===== src/rtl/text_draw_controller.sv =====
// Glyph sequencer: buffer read -> pattern encoder -> one VGA pixel per cycle.
// Optional TEXT_TRANSPARENT_EN: plot only lit pixels, leave the background.
module text_draw_controller #(
  parameter int         MAX_CHARS  = 16,
  parameter int         CHAR_PITCH = 4,
  parameter logic [2:0] BG_COLOUR  = 3'b000
) (
  input  logic                         clk,
  input  logic                         reset,
  input  logic                         start,
  input  logic [7:0]                   origin_x,
  input  logic [6:0]                   origin_y,
  input  logic [$clog2(MAX_CHARS):0]   num_chars,
  input  logic [2:0]                   colour,
  output logic [$clog2(MAX_CHARS)-1:0] buf_addr,
  input  logic [5:0]                   buf_code,
  output logic [5:0]                   pat_code,
  input  logic [0:14]                  pat_bits,
  output logic [7:0]                   x,
  output logic [6:0]                   y,
  output logic [2:0]                   colour_out,
  output logic                         plot,
  output logic                         busy,
  output logic                         done
);

  localparam int AW = $clog2(MAX_CHARS);

  localparam logic [2:0] IDLE   = 3'd0;
  localparam logic [2:0] READ   = 3'd1;
  localparam logic [2:0] LATCH  = 3'd2;
  localparam logic [2:0] DRAW   = 3'd3;
  localparam logic [2:0] FINISH = 3'd4;

  logic [2:0]    state;
  logic [AW-1:0] glyph;
  logic [AW:0]   count;
  logic [AW:0]   nclamp;
  logic [AW:0]   nxt;
  logic [3:0]    k;
  logic [1:0]    col;
  logic [2:0]    row;
  logic [7:0]    xbase;
  logic [6:0]    oy;
  logic [2:0]    fg;

  assign nclamp = (num_chars > (AW+1)'(MAX_CHARS))
                ? (AW+1)'(MAX_CHARS) : num_chars;
  assign nxt = {1'b0, glyph} + {{AW{1'b0}}, 1'b1};

  assign buf_addr = glyph;
  assign busy     = (state != IDLE);

  always_ff @(posedge clk) begin
    if (!reset) begin
      state      <= IDLE;
      glyph      <= '0;
      count      <= '0;
      k          <= '0;
      col        <= '0;
      row        <= '0;
      xbase      <= '0;
      oy         <= '0;
      fg         <= '0;
      pat_code   <= '0;
      x          <= '0;
      y          <= '0;
      colour_out <= '0;
      plot       <= 1'b0;
      done       <= 1'b0;
    end else begin
      plot <= 1'b0;
      done <= 1'b0;
      case (state)
        IDLE: begin
          if (start) begin
            xbase <= origin_x;
            oy    <= origin_y;
            fg    <= colour;
            count <= nclamp;
            glyph <= '0;
            k     <= '0;
            col   <= '0;
            row   <= '0;
            state <= (nclamp == '0) ? FINISH : READ;
          end
        end
        READ: state <= LATCH;
        LATCH: begin
          pat_code <= buf_code;
          state    <= DRAW;
        end
        DRAW: begin
          x <= xbase + {6'b0, col};
          y <= oy + {4'b0, row};
`ifdef TEXT_TRANSPARENT_EN
          plot       <= pat_bits[k];
          colour_out <= fg;
`else
          plot       <= 1'b1;
          colour_out <= pat_bits[k] ? fg : BG_COLOUR;
`endif
          if (k == 4'd14) begin
            k   <= '0;
            col <= '0;
            row <= '0;
            if (nxt == count) begin
              state <= FINISH;
            end else begin
              glyph <= nxt[AW-1:0];
              xbase <= xbase + 8'(CHAR_PITCH);
              state <= READ;
            end
          end else begin
            k <= k + 4'd1;
            if (col == 2'd2) begin
              col <= '0;
              row <= row + 3'd1;
            end else begin
              col <= col + 2'd1;
            end
          end
        end
        FINISH: begin
          done  <= 1'b1;
          state <= IDLE;
        end
        default: state <= IDLE;
      endcase
    end
  end

endmodule


===== config.mk =====
export PLATFORM = sky130hd
export DESIGN_NAME = text_draw_controller
export DESIGN_NICKNAME = d
export VERILOG_FILES = /design/src/rtl/text_draw_controller.sv
export SDC_FILE = /design/constraint.sdc
export NUM_CORES = 1
export LEC_CHECK = 0
export BUFFER_PORTS_ARGS = -buffer_cell sky130_fd_sc_hd__buf_2
export CAP_MARGIN = 20
export CORE_MARGIN = 3
export CORE_UTILIZATION = 25
export CTS_BUF_LIST = sky130_fd_sc_hd__clkbuf_2 sky130_fd_sc_hd__clkbuf_4 sky130_fd_sc_hd__clkbuf_8
export DETAILED_ROUTE_END_ITERATION = 16
export PLACE_DENSITY = 0.55
export SLEW_MARGIN = 20
export SYNTH_ARGS = -nofsm -noshare
export SYNTH_HDL_FRONTEND = slang
export SYNTH_SLANG_ARGS = --single-unit

===== constraint.sdc =====
create_clock -name clk -period 4.15 [get_ports clk]
set_clock_uncertainty 0.05 [all_clocks]
set_input_delay 0 -clock clk [delete_from_list [all_inputs] [get_ports clk]]
set_output_delay 0 -clock clk [all_outputs]
set_load 0.03 [all_outputs]

* After elaboration in Yosys (flattened, before gate mapping)
Cells that the tools add are included.
Storage, ports and cells: flip-flop bits (word level) 65, logic and storage cells 75
Operators by class: $add $sub $neg 7, magnitude comparators 2, eq/ne operators 11, muxes and demuxes 30, bitwise operators 1, reduce and logical (&&, ||, !) cells 9
Operators by type and width (count):
- 3-bit two-way mux | 8
- 8-bit two-way mux | 3
- 4-bit two-way mux | 4
- 4-bit case mux with 2 select lines | 2
- 8-bit case mux with 2 select lines | 1
- 3-bit case mux with 4 select lines | 1
- 8-bit by 2-bit adder with 8-bit output | 1
- 8-bit by 3-bit adder with 8-bit output (second input constant) | 1
- 7-bit by 3-bit adder with 7-bit output | 1
- 3-bit by 2-bit equality test with 1-bit output (second input constant) | 2
- 2-bit two-way mux | 3
- 2-bit inequality test (second input constant) | 3
- 3-bit case mux with 2 select lines | 1
- 2-bit AND reduction | 3
- 4-bit by 1-bit adder with 5-bit output (second input constant) | 1
- 5-bit equality test | 1
- 5-bit greater-or-equal comparator (second input constant) | 1
- 5-bit greater-than comparator (second input constant) | 1
- 5-bit zero test | 1
- 5-bit two-way mux | 1
- 4-bit NOT with 5-bit output | 1
- 4-bit by 1-bit adder with 4-bit output (second input constant) | 1
- 1-bit binary-select mux with 4-bit select | 1
- 4-bit equality test (second input constant) | 1
- other kinds (13) | 16

* Longest topological paths before layout
word-level depth 6, depth in mapped cells 10

* Least setup slack after synthesis
Ideal clock, no wire load.
path type reg-to-reg, from register k[0], to register xbase[7], arrival time 1.974 ns, data required time 3.973 ns, setup slack 1.999 ns, stages on the path, launching flop included 10, clock period less this slack 2.151 ns, path through dfxtp_1 -> clkbuf_1 -> inv_1 -> ha_1 -> and3_1 -> nor2_2 -> nor2_4 -> and3_1 -> o21ai_0 -> or3b_1
On the way: word-level cells in the longest chain between the ends 3
RTL lines:
- start, declared | RTL line 40 | logic [3:0] k;
- start signal, assigned | RTL line 115 | k <= k + 4'd1;
- 4-bit equality test | RTL line 103 | if (k == 4'd14) begin
- 2-bit inequality test (no line)
- 4-bit AND reduction (no line)
- end signal, assigned | RTL line 77 | xbase <= origin_x;
- end signal, assigned | RTL line 111 | xbase <= xbase + 8'(CHAR_PITCH);
- end, declared | RTL line 43 | logic [7:0] xbase;
Every way passes these cells. A chain may end at the register's enable or synchronous reset.

* Worst setup path after layout
Same ends and word-level chain as after synthesis.

==> results.md <==
- Counting the buffers created by CTS gives 9.
- The synthesis-to-finish area growth is 28.22%.
- The post-placement worst setup slack is 1885 ps.
- In this run the count of I/O pins placed on the die edge is 78.
- The number of antenna diodes in the final layout is 0.
- For this design the static power due to leakage is 0.001897 µW.
- Setup repair after global routing left no endpoint under its margin.
- The actual slew at the worst max-slew pin is 731.2 ps.
- Of the post-synthesis cell area, the dominant cell type holds 38.32%.
- The total routed wirelength is 8.650 mm.
- In this design, the stage delay of the slowest critical-path cell is 580 ps.
- The largest buffer count on any clock path is 2.
- Among all cell types in the netlist, the one instantiated most often is nand2_1.
- By count the netlist is led by nand2_1, dfxtp_1, nand3_1, a21boi_0, o21ai_0.
- The synthesized netlist net count is 451.
- The setup slack after layout is 1859 ps.
- STA puts the critical path data required time at 4310 ps.
- The yosys synthesis warning count is 0.
- The number of nets in the layout is 543.
- The initial utilization of the core area, before any placement, comes to 26.27%.
- The classification of the worst setup path is register to register.
- The count of distinct cell types in the synthesized netlist is 55.
- The power share of the clock group is 34.5%.
- Of all nets on the critical path, the largest fanout is 10.
- The via count of the first global-routing pass is 2,947.
- Setup violations remaining at the end of the flow were counted as 0.
- Across the VDD grid, the largest voltage drop is 0.1496 mV.
- Of the total power, combinational logic draws 16.1%.
- The cell area after synthesis is 3396 µm².
- Once detailed placement completed, the half-perimeter wirelength came to 6.142 mm.
- The sequential power share is 49.4%.
- The flow ran to the end, and the final reports show no timing, DRC or antenna violations.
- The cell taking the most area after synthesis is dfxtp_1.
- At the end of routability-driven placement, the weighted congestion stood at 0.7717.
- The arrival time of the worst setup path is 2460 ps.
- Max-cap violations in this run came to 0.
- The fraction of final layout cells sized beyond drive strength 1 is 21.93%.
- The CTS root buffer is clkbuf_8.
- The internal portion of the total power is 997.0 µW.
- In this run the worst hold path is classified as primary input to register.
- From left edge to right edge, the die measures 122.5 µm.
- The worst pin sits at a relative slew slack of 51.14%.
- The final hold violation count is 0.
- For flop-to-flop paths, the worst setup slack is 1860 ps.
- The synthesized design contains 65 register bits.
- The remaining global-route overflow is 0.
- The critical path capture point type is a register.
- The clock latency at the later pin of the worst-skew pair is 330 ps.
- The design draws 1389 µW.
- The remaining antenna violation count is 0.
- The post-layout utilization of the core is 33.68%.
- The fraction of the cycle the final worst path needs is 55.20%.
- The count of input and output buffers is 77.
- The most instantiated flip-flop cell in the synthesis netlist is dfxtp_1.
- After synthesis, the share of flip-flops with an asynchronous set or reset is 0%.
- The achievable frequency is 436.6 MHz.
- The clock period minus final worst setup slack is 2291 ps.
- The total negative slack is 0 ps.
- The H-tree depth reported by CTS is 3.
- The switching share of total power is 28.24%.
- Yosys mapped a number of flops with a built-in enable equal to 0.
- The count of pins over their slew limit came to 0.
- The floorplan die area is 15,020 µm².
- Summed over all nets, the switching power comes to 392.4 µW.
- The signal on the critical path passes through inv_1 -> ha_1 -> and3_1 -> nor2_2 -> nor2_4 -> and3_1 -> o21ai_0 -> or3b_1.
- The first-pass GRT wire length is 14.15 mm.
- The tree built by TritonCTS fans out to 65 sinks.
- The cell with the most instances on the worst path is and3_1.
- The first-pass iteration count of the detailed router is 4.
- The largest net degree at the start of global routing is 71.
- After detailed routing, the number of vias per cell comes to 4.655.
- TritonCTS built the clock tree.
- The cell with the largest stage delay on the worst path is dfxtp_1.
- Power spread over the standard cell area amounts to 319.1 nW/µm².
- From bottom edge to top edge, the die measures 122.5 µm.
- The synthesized area per cell is 8.663 µm².
- The total area inside the core boundary comes to 12,930 µm².
- Sorting the synthesized cells by area gives the leading types as dfxtp_1, nand2_1, a21boi_0, ha_1, mux2i_1.
- The initial antenna violation count is 0.
- Counting both buffers and inverters, the worst setup path holds a total of 1.
- After clock tree synthesis, the clock-pin slew on the worst setup and hold paths is 70 ps.
- The cell family contributing the most delay on the critical path is simple AND/OR/NAND/NOR gates.
- After routing the design area is 4354 µm².
- The sequential cell area fraction in the yosys report is 38.32%.
- Dividing the detail-routed wire length by the instance count gives 13.11 µm.
- Synthesis produced a netlist whose cell count is 392.
- In the global route stage, overall resource usage came out at 11.80%.
- The critical path launch point type is a register.
- In the routed design, unresolved DRC markers number 0.
- The via count is 3,072.
- The number of standard-cell rows in the floorplan is 41.
- After clock tree synthesis, the setup repair step added 0 buffers.
- The placed instances occupy a cell area of 3914 µm².
- The number of design-rule violations left by the first detailed-router iteration is 116.
-- worst min-delay path, delay by kind of cell --
kind	cells	cell delay, ps
buffers and inverters	1	80
AND/OR/NAND/NOR	2	90
AO/OA/AOI/OAI	1	70
multiplexers	1	110
-- flip-flops by register name, summed over array words and instances, names as in the netlist --
| register | cells |
|---|---|
| done | 1 |
| fg | 3 |
| count | 5 |
| row | 3 |
| oy | 7 |
| pat_code | 6 |
| colour_out | 3 |
| x | 8 |
| k | 4 |
| col | 2 |
| y | 7 |
| xbase | 8 |
| state | 3 |
| buf_addr | 4 |
| plot | 1 |
-- power by group through the flow --
stage / clock (µW) / sequential, µW / combinational [µW]
finish: 480 / 686 / 224
CTS: 500 / 686 / 227
detailed placement: 0 / 700 / 207
global placement: 0 / 698 / 203
global route: 524 / 691 / 249
floorplan: 0 / 704 / 135
-- routing by layer --
metal | up-vias | routed length [µm] | global-route usage (%)
met3 | 8 | 461 | 3.272
li1 | 1564 | - | -
met2 | 80 | 4231 | 20.47
met5 | - | 0 | 0
met4 | 0 | 113 | 2.939
met1 | 1420 | 3843 | 14.44
-- area by class of cell --
cell class / instances / area, µm²
inverter: 11 / 41.29
clock inverter: 3 / 17.52
sequential: 65 / 1301
fill: 1367 / 8573
timing repair buffer: 108 / 685.7
tap: 172 / 215.2
clock buffer: 12 / 152.6
multi-input combinational: 289 / 1941
-- layout by cell type, fill, tap and decap left out, drive strengths merged, types with 8 or more instances in the layout --
master,n
nor2,9
xnor2,8
a21boi,21
ha,10
dlygate4sd3,27
nand3,22
nand2,76
o21ai,21
mux2i,11
a21oi,9
buf,81
dfxtp,65
clkbuf,12
o211a,11
inv,11
nor2b,12
-- cells by family (layout without fill, tap and decap cells) --
logic type | count (synthesis) | count (layout) | synth area share [%]
AO/OA/AOI/OAI | 84 | 84 | 17.72
XOR/XNOR | 13 | 13 | 3.353
adder cells (fa/ha/maj) | 12 | 12 | 4.864
buffers and inverters | 38 | 134 | 4.532
flip-flops | 65 | 65 | 38.32
multiplexers | 16 | 16 | 6.227
AND/OR/NAND/NOR | 164 | 164 | 24.98
-- timing repair --
item | CTS | global route
hold endpoints to repair | 25 | 0
hold buffers | 27 | 0
resized for setup | 0 | 0
-- worst paths after layout --
kind	start	endpoint	cells past startpoint
worst min-delay path	origin_x[6]	xbase[6]	5
worst min register to register	colour_out[0]	colour_out[0]	2
worst max-delay path	k[0]	xbase[7]	8
worst max register to register	k[0]	xbase[7]	8
-- through the flow --
stage               hold slack, ps  std cells
floorplan                    94.92        392
CTS                          13.12        660
finish                       19.86        660
global placement             203.2        618
detailed placement           210.5        618
global route                 21.62        660
(Power assumes the default switching activity.)
